### config.mk
export PLATFORM = sky130hd
export DESIGN_NAME = ifetch
export DESIGN_NICKNAME = d
export VERILOG_FILES = /design/src/rtl/ifetch_pkg.sv /design/src/rtl/ifetch_fifo.sv /design/src/rtl/ifetch.sv
export SDC_FILE = /design/constraint.sdc
export NUM_CORES = 1
export LEC_CHECK = 0
export BUFFER_PORTS_ARGS = -buffer_cell sky130_fd_sc_hd__clkbuf_2
export CORE_UTILIZATION = 49
export CTS_BUF_LIST = sky130_fd_sc_hd__clkbuf_8 sky130_fd_sc_hd__clkbuf_16
export CTS_CLUSTER_SIZE = 12
export DETAILED_ROUTE_END_ITERATION = 6
export PLACE_DENSITY = 0.82
export REMOVE_ABC_BUFFERS = 1
export SYNTH_ARGS = -nofsm -noshare
export SYNTH_HDL_FRONTEND = slang
export SYNTH_SLANG_ARGS = --single-unit
### constraint.sdc
create_clock -name CLK -period 1.95 [get_ports CLK]
set_input_delay 0.195 -clock CLK [delete_from_list [all_inputs] [get_ports CLK]]
set_output_delay 0.195 -clock CLK [all_outputs]
set_load 0.02 [all_outputs]
### src/rtl/ifetch_pkg.sv
// Shared definitions for the instruction fetch unit: word size, FSM states, FIFO entry layout.
package ifetch_pkg;

   localparam int unsigned WORDSIZE = 32;

   typedef enum logic [1:0] {
      ST_IDLE = 2'd0,
      ST_REQ  = 2'd1,
      ST_WAIT = 2'd2
   } state_e;

   typedef struct packed {
      logic [WORDSIZE-1:0] pc;
      logic [WORDSIZE-1:0] data;
      logic                err;
   } fetch_entry_t;

   localparam int unsigned ENTRY_W = $bits(fetch_entry_t);

   // Instructions are word aligned; any set low address bit is a fetch fault.
   function automatic logic is_misaligned(input logic [1:0] addr_lsb);
      return addr_lsb != 2'b00;
   endfunction

endpackage

### src/rtl/ifetch_fifo.sv
// Fetched-instruction FIFO: DEPTH entries (power of two), synchronous flush, head always visible.
module ifetch_fifo #(
   parameter int unsigned DEPTH = 2,
   parameter int unsigned WIDTH = 8
) (
   input  logic                     clk,
   input  logic                     rst_n,
   input  logic                     push,
   input  logic [WIDTH-1:0]         push_data,
   input  logic                     pop,
   input  logic                     flush,
   output logic [WIDTH-1:0]         head_data,
   output logic [$clog2(DEPTH):0]   count
);

   localparam int unsigned PTR_W = $clog2(DEPTH);
   localparam int unsigned CNT_W = PTR_W + 1;

   logic [WIDTH-1:0] mem_q [DEPTH];
   logic [WIDTH-1:0] mem_d [DEPTH];
   logic [PTR_W-1:0] wptr_q, wptr_d, rptr_q, rptr_d;
   logic [CNT_W-1:0] count_q, count_d;
   logic             do_push, do_pop;

   always_comb begin
      mem_d   = mem_q;
      wptr_d  = wptr_q;
      rptr_d  = rptr_q;
      count_d = count_q;
      do_push = push & (count_q < CNT_W'(DEPTH));
      do_pop  = pop & (count_q != '0);
      if (flush) begin
         wptr_d  = '0;
         rptr_d  = '0;
         count_d = '0;
      end else begin
         if (do_push) begin
            mem_d[wptr_q] = push_data;
            wptr_d        = wptr_q + PTR_W'(1);
         end
         if (do_pop) begin
            rptr_d = rptr_q + PTR_W'(1);
         end
         count_d = count_q + CNT_W'(do_push) - CNT_W'(do_pop);
      end
   end

   always_ff @(posedge clk or negedge rst_n) begin
      if (!rst_n) begin
         for (int unsigned i = 0; i < DEPTH; i++) begin
            mem_q[i] <= '0;
         end
         wptr_q  <= '0;
         rptr_q  <= '0;
         count_q <= '0;
      end else begin
         mem_q   <= mem_d;
         wptr_q  <= wptr_d;
         rptr_q  <= rptr_d;
         count_q <= count_d;
      end
   end

   assign head_data = mem_q[rptr_q];
   assign count     = count_q;

endmodule

### src/rtl/ifetch.sv
// Instruction fetch: one outstanding memory read at a time, results queued for decode.
// Define IFETCH_MISALIGN_CHK_EN to fault misaligned fetch addresses without a memory access.
module ifetch
   import ifetch_pkg::*;
#(
   parameter int unsigned DEPTH = 2
) (
   input  logic                CLK,
   input  logic                reset,
   input  logic                req_valid,
   input  logic [WORDSIZE-1:0] req_addr,
   output logic                req_ready,
   input  logic                flush,
   output logic                mem_req,
   output logic [WORDSIZE-1:0] mem_addr,
   input  logic                mem_gnt,
   input  logic                mem_rvalid,
   input  logic [WORDSIZE-1:0] mem_rdata,
   output logic                inst_valid,
   input  logic                inst_ready,
   output logic [WORDSIZE-1:0] inst_data,
   output logic [WORDSIZE-1:0] inst_pc,
   output logic                inst_err
);

   localparam int unsigned CNT_W = $clog2(DEPTH) + 1;

   state_e              state_q, state_d;
   logic [WORDSIZE-1:0] addr_q, addr_d;
   logic                kill_q, kill_d;
   logic                mem_req_q, mem_req_d;
   logic                run_q;
   logic                accept;
   logic                fifo_push;
   logic                fifo_pop;
   fetch_entry_t        push_entry;
   fetch_entry_t        head_entry;
   logic [CNT_W-1:0]    fifo_count;

   // run_q holds off acceptance until the first clock edge after reset release.
   assign req_ready = run_q & (state_q == ST_IDLE) & ~flush & (fifo_count < CNT_W'(DEPTH));
   assign accept    = req_valid & req_ready;
   assign fifo_pop  = inst_valid & inst_ready;

   always_comb begin
      state_d    = state_q;
      addr_d     = addr_q;
      kill_d     = kill_q;
      fifo_push  = 1'b0;
      push_entry = '{pc: addr_q, data: '0, err: 1'b0};
      unique case (state_q)
         ST_IDLE: begin
            if (accept) begin
               addr_d  = req_addr;
               state_d = ST_REQ;
`ifdef IFETCH_MISALIGN_CHK_EN
               if (is_misaligned(req_addr[1:0])) begin
                  state_d    = ST_IDLE;
                  fifo_push  = 1'b1;
                  push_entry = '{pc: req_addr, data: '0, err: 1'b1};
               end
`endif
            end
         end
         ST_REQ: begin
            if (flush) kill_d = 1'b1;
            if (mem_gnt) state_d = ST_WAIT;
         end
         ST_WAIT: begin
            if (flush) kill_d = 1'b1;
            // A killed or flush-coincident response is dropped; either way the transaction ends.
            if (mem_rvalid) begin
               state_d = ST_IDLE;
               kill_d  = 1'b0;
               if (!kill_q && !flush) begin
                  fifo_push  = 1'b1;
                  push_entry = '{pc: addr_q, data: mem_rdata, err: 1'b0};
               end
            end
         end
         default: state_d = ST_IDLE;
      endcase
      mem_req_d = (state_d == ST_REQ);
   end

   always_ff @(posedge CLK or negedge reset) begin
      if (!reset) begin
         state_q   <= ST_IDLE;
         addr_q    <= '0;
         kill_q    <= 1'b0;
         mem_req_q <= 1'b0;
         run_q     <= 1'b0;
      end else begin
         state_q   <= state_d;
         addr_q    <= addr_d;
         kill_q    <= kill_d;
         mem_req_q <= mem_req_d;
         run_q     <= 1'b1;
      end
   end

   ifetch_fifo #(
      .DEPTH (DEPTH),
      .WIDTH (ENTRY_W)
   ) u_fifo (
      .clk       (CLK),
      .rst_n     (reset),
      .push      (fifo_push),
      .push_data (push_entry),
      .pop       (fifo_pop),
      .flush     (flush),
      .head_data (head_entry),
      .count     (fifo_count)
   );

   assign mem_req    = mem_req_q;
   assign mem_addr   = addr_q;
   assign inst_valid = (fifo_count != '0);
   assign inst_data  = head_entry.data;
   assign inst_pc    = head_entry.pc;
   assign inst_err   = head_entry.err;

endmodule
==> metrics.txt <==
Ys Warns 0; Port Buffers 169; Fin. Hold Viols 0; RSZ-0062 raised after global routing yes; multi-input logic area 3049 um2; Avg Vias per Cell 5.001; Storage cell area ~4200 um2; count of different cell masters after synthesis 31; syn avg cell area 15.47 um2; fraction of registers with async set/reset 100.0%; routed len/inst about 17 um; io pins roughly 170; Pwr Density between 1000 and 1500 nW/um2; pre-CTS WS between 0.02 and 0.025 ns; die area between 15000 and 20000 um2; first-pass GRT wire length 25500 um; critical path buffer and inverter count 2; Std-Cell Rows 45; H-tree depth 4; Via Count between 4k and 5k; Synth Register Bits roughly 170; Clk Latency, worst-skew pair roughly 0.42 ns; total gr overflow 0; starting density of the core between 50% and 60%; number of global-route vias before repair roughly 5.0k; dpl cells roughly 840; most numerous cell in the Yosys netlist dfrtp_1; post-synth top area share between 50% and 60%; synthesized area 7690 um2; final worst setup slack 0.02982 ns; Crit. End Element flip-flop; Area Overhead vs Synth 24.73%; worst vdd ir about 890 uV; Post-Layout Cell Count between 900 and 1k; crit-path cells inv_1, ha_1, nand2_2, or4_4, buf_12, mux2_4; die width 127.3 um; Area contributors post-synth dfrtp_1, mux2_2, mux2_4; DRT Pass-1 Iters 4; family with the most delay on the worst path simple AND/OR/NAND/NOR gates; Seq/Total Area, Yosys a little over half; die height between 100 and 150 um; final clock skew between 0.009 and 0.01 ns; Post-synth EDFFs 0; clock root cell clkbuf_16; total power 13.18 mW; Req. time, crit path roughly 2.3 ns; critical path type flip-flop to flip-flop; Most used DFF post-synth dfrtp_1; layout net count about 750; Hold Path Class input pin to flip-flop; status completed; Final Cycle Share between 90 and 100%; GRT Total Usage about a fifth; gp weighted congestion between 0.7 and 0.8; Data arrival, critical path 2.22 ns; synth cell count leaders dfrtp_1, mux2_2, mux2_4; leakage between 5 and 6 nW; number of remaining DRC errors 0; Core ar. about 15000 um2; Crit path largest cell delay between 0.5 and 0.6 ns; leading area contributor after synthesis dfrtp_1; Crit Path Max Fanout 30; DP HPWL 10420 um; min cycle time layout ~1.9 ns; largest net degree at the start of global routing ~50; final setup vio count 0; total of max-cap violations 0; Max Freq about 520 MHz; Synth Instances about 500; CP max stage cell or4_4; CTS tree done; CTS Buf Count 17; layout cells sized above 1 roughly two thirds; Sink Count between 150 and 200; critical path startpoint category flip-flop; # fillers ~1.1k; Worst-path clk slew ~0.06 ns; Total Wirelength 15590 um; initial antenna violation count 1; ANT nets after route 0; fin. max-slew vios 0; DR iter-0 viols approximately 120; Longest Clk Path Bufs 2
worst reg2reg max path, stage by stage, from the launching register on:
cell and delay [ns]:
dfrtp_1 0.37, inv_1 0.07, ha_1 0.18, nand2_2 0.07, or4_4 0.55, buf_12 0.23
mux2_4 0.33
timing repair:
item                                   4_1_cts  5_1_grt
setup endpoints to repair                    0       95
buffers inserted                             0        1
hold buffers                                22        3
endpoints found under the hold margin       64        3
resized for setup                            0        7
cells by family (layout without fill, tap and decap cells):
| group | after synthesis | after routing | synth area share (%) |
|---|---|---|---|
| XOR/XNOR | 3 | 3 | 0.3417 |
| flip-flops | 169 | 169 | 55.00 |
| adder cells (fa/ha/maj) | 6 | 6 | 0.9762 |
| buffers and inverters | 66 | 259 | 5.679 |
| multiplexers | 224 | 224 | 35.73 |
| AND/OR/NAND/NOR | 16 | 16 | 1.302 |
| AO/OA/AOI/OAI | 11 | 11 | 0.8787 |
| other | 2 | 3 | 0.09766 |
cell type report:
class	count	share of cell area [%]
flip-flops and latches	169	44.10
clock buffers	19	4.722
repair buffers	219	14.82
clock inverters	13	1.474
diodes	1	0.02609
multi-input cells	262	31.79
inverters	8	0.3131
well taps	211	2.752
per-stage QoR:
stage | TNS, ns | hold slack, ns | area [um2] | util [%]
final | 0 | 0.01110 | 9592 | 62.86
after global routing | -0.6541 | 0.003753 | 9592 | 62.86
after CTS | 0 | 0.0004274 | 9530 | 62.46
after detailed placement | 0 | 0.1739 | 8716 | 57.12
after global placement | 0 | 0.1672 | 8716 | 57.12
after floorplan | -489.95 | -0.1006 | 7283 | -
final timing paths:
path                                                  to  slack, ns                          start  cells past startpoint
setup / recovery            u_fifo.mem_q[31]$_DFFE_PN0P_       0.03           state_q[0]$_DFF_PN0_                      6
hold / removal                  mem_addr[18]$_DFFE_PN0P_       0.01                   req_addr[18]                      2
setup reg to reg            u_fifo.mem_q[31]$_DFFE_PN0P_       0.03           state_q[0]$_DFF_PN0_                      6
hold reg to reg            u_fifo.mem_q[117]$_DFFE_PN0P_       0.50  u_fifo.mem_q[117]$_DFFE_PN0P_                      1
max in group asynchronous   u_fifo.mem_q[63]$_DFFE_PN0P_       1.02                          reset                      3
min in group asynchronous       mem_addr[18]$_DFFE_PN0P_       0.29                          reset                      2
sequential cells by signal, summed over array words and instances, names as in the netlist:
signal and flops:
kill_q 1, u_fifo.mem_q 128, state_q 2, u_fifo.count 2, mem_req 1, mem_addr 32
run_q 1, u_fifo.rptr_q 1, u_fifo.wptr_q 1
cell usage in the layout, fill, tap and decap left out, types with 2 or more instances in the layout:
| cell type | n |
|---|---|
| dfrtp_1 | 168 |
| clkbuf_2 | 167 |
| mux2_2 | 164 |
| mux2_4 | 60 |
| dlygate4sd3_1 | 25 |
| clkbuf_16 | 17 |
| buf_4 | 15 |
| buf_12 | 10 |
| inv_1 | 7 |
| ha_1 | 5 |
| a21oi_1 | 4 |
| nor2b_1 | 3 |
| clkinv_2 | 3 |
| clkinvlp_4 | 3 |
| inv_6 | 3 |
| o21a_1 | 2 |
| or2_2 | 2 |
| xnor2_1 | 2 |
| nor2_1 | 2 |
| conb_1 | 2 |
| clkinv_4 | 2 |
| clkbuf_8 | 2 |
| bufinv_16 | 2 |
| buf_6 | 2 |
layer usage:
metal	global-route usage (%)	vias up	routed length [um]
met1	25.23	2296	6685
met5	0	-	0
met4	6.793	0	215
li1	-	2078	-
met2	34.94	122	7874
met3	5.653	15	817
power breakdown:
part           internal, mW  switching (mW)
logic                  2.20            2.56
clock network          1.96            1.39
registers              4.40           0.658
total                  8.57            4.61
(Power assumes the default switching activity.)
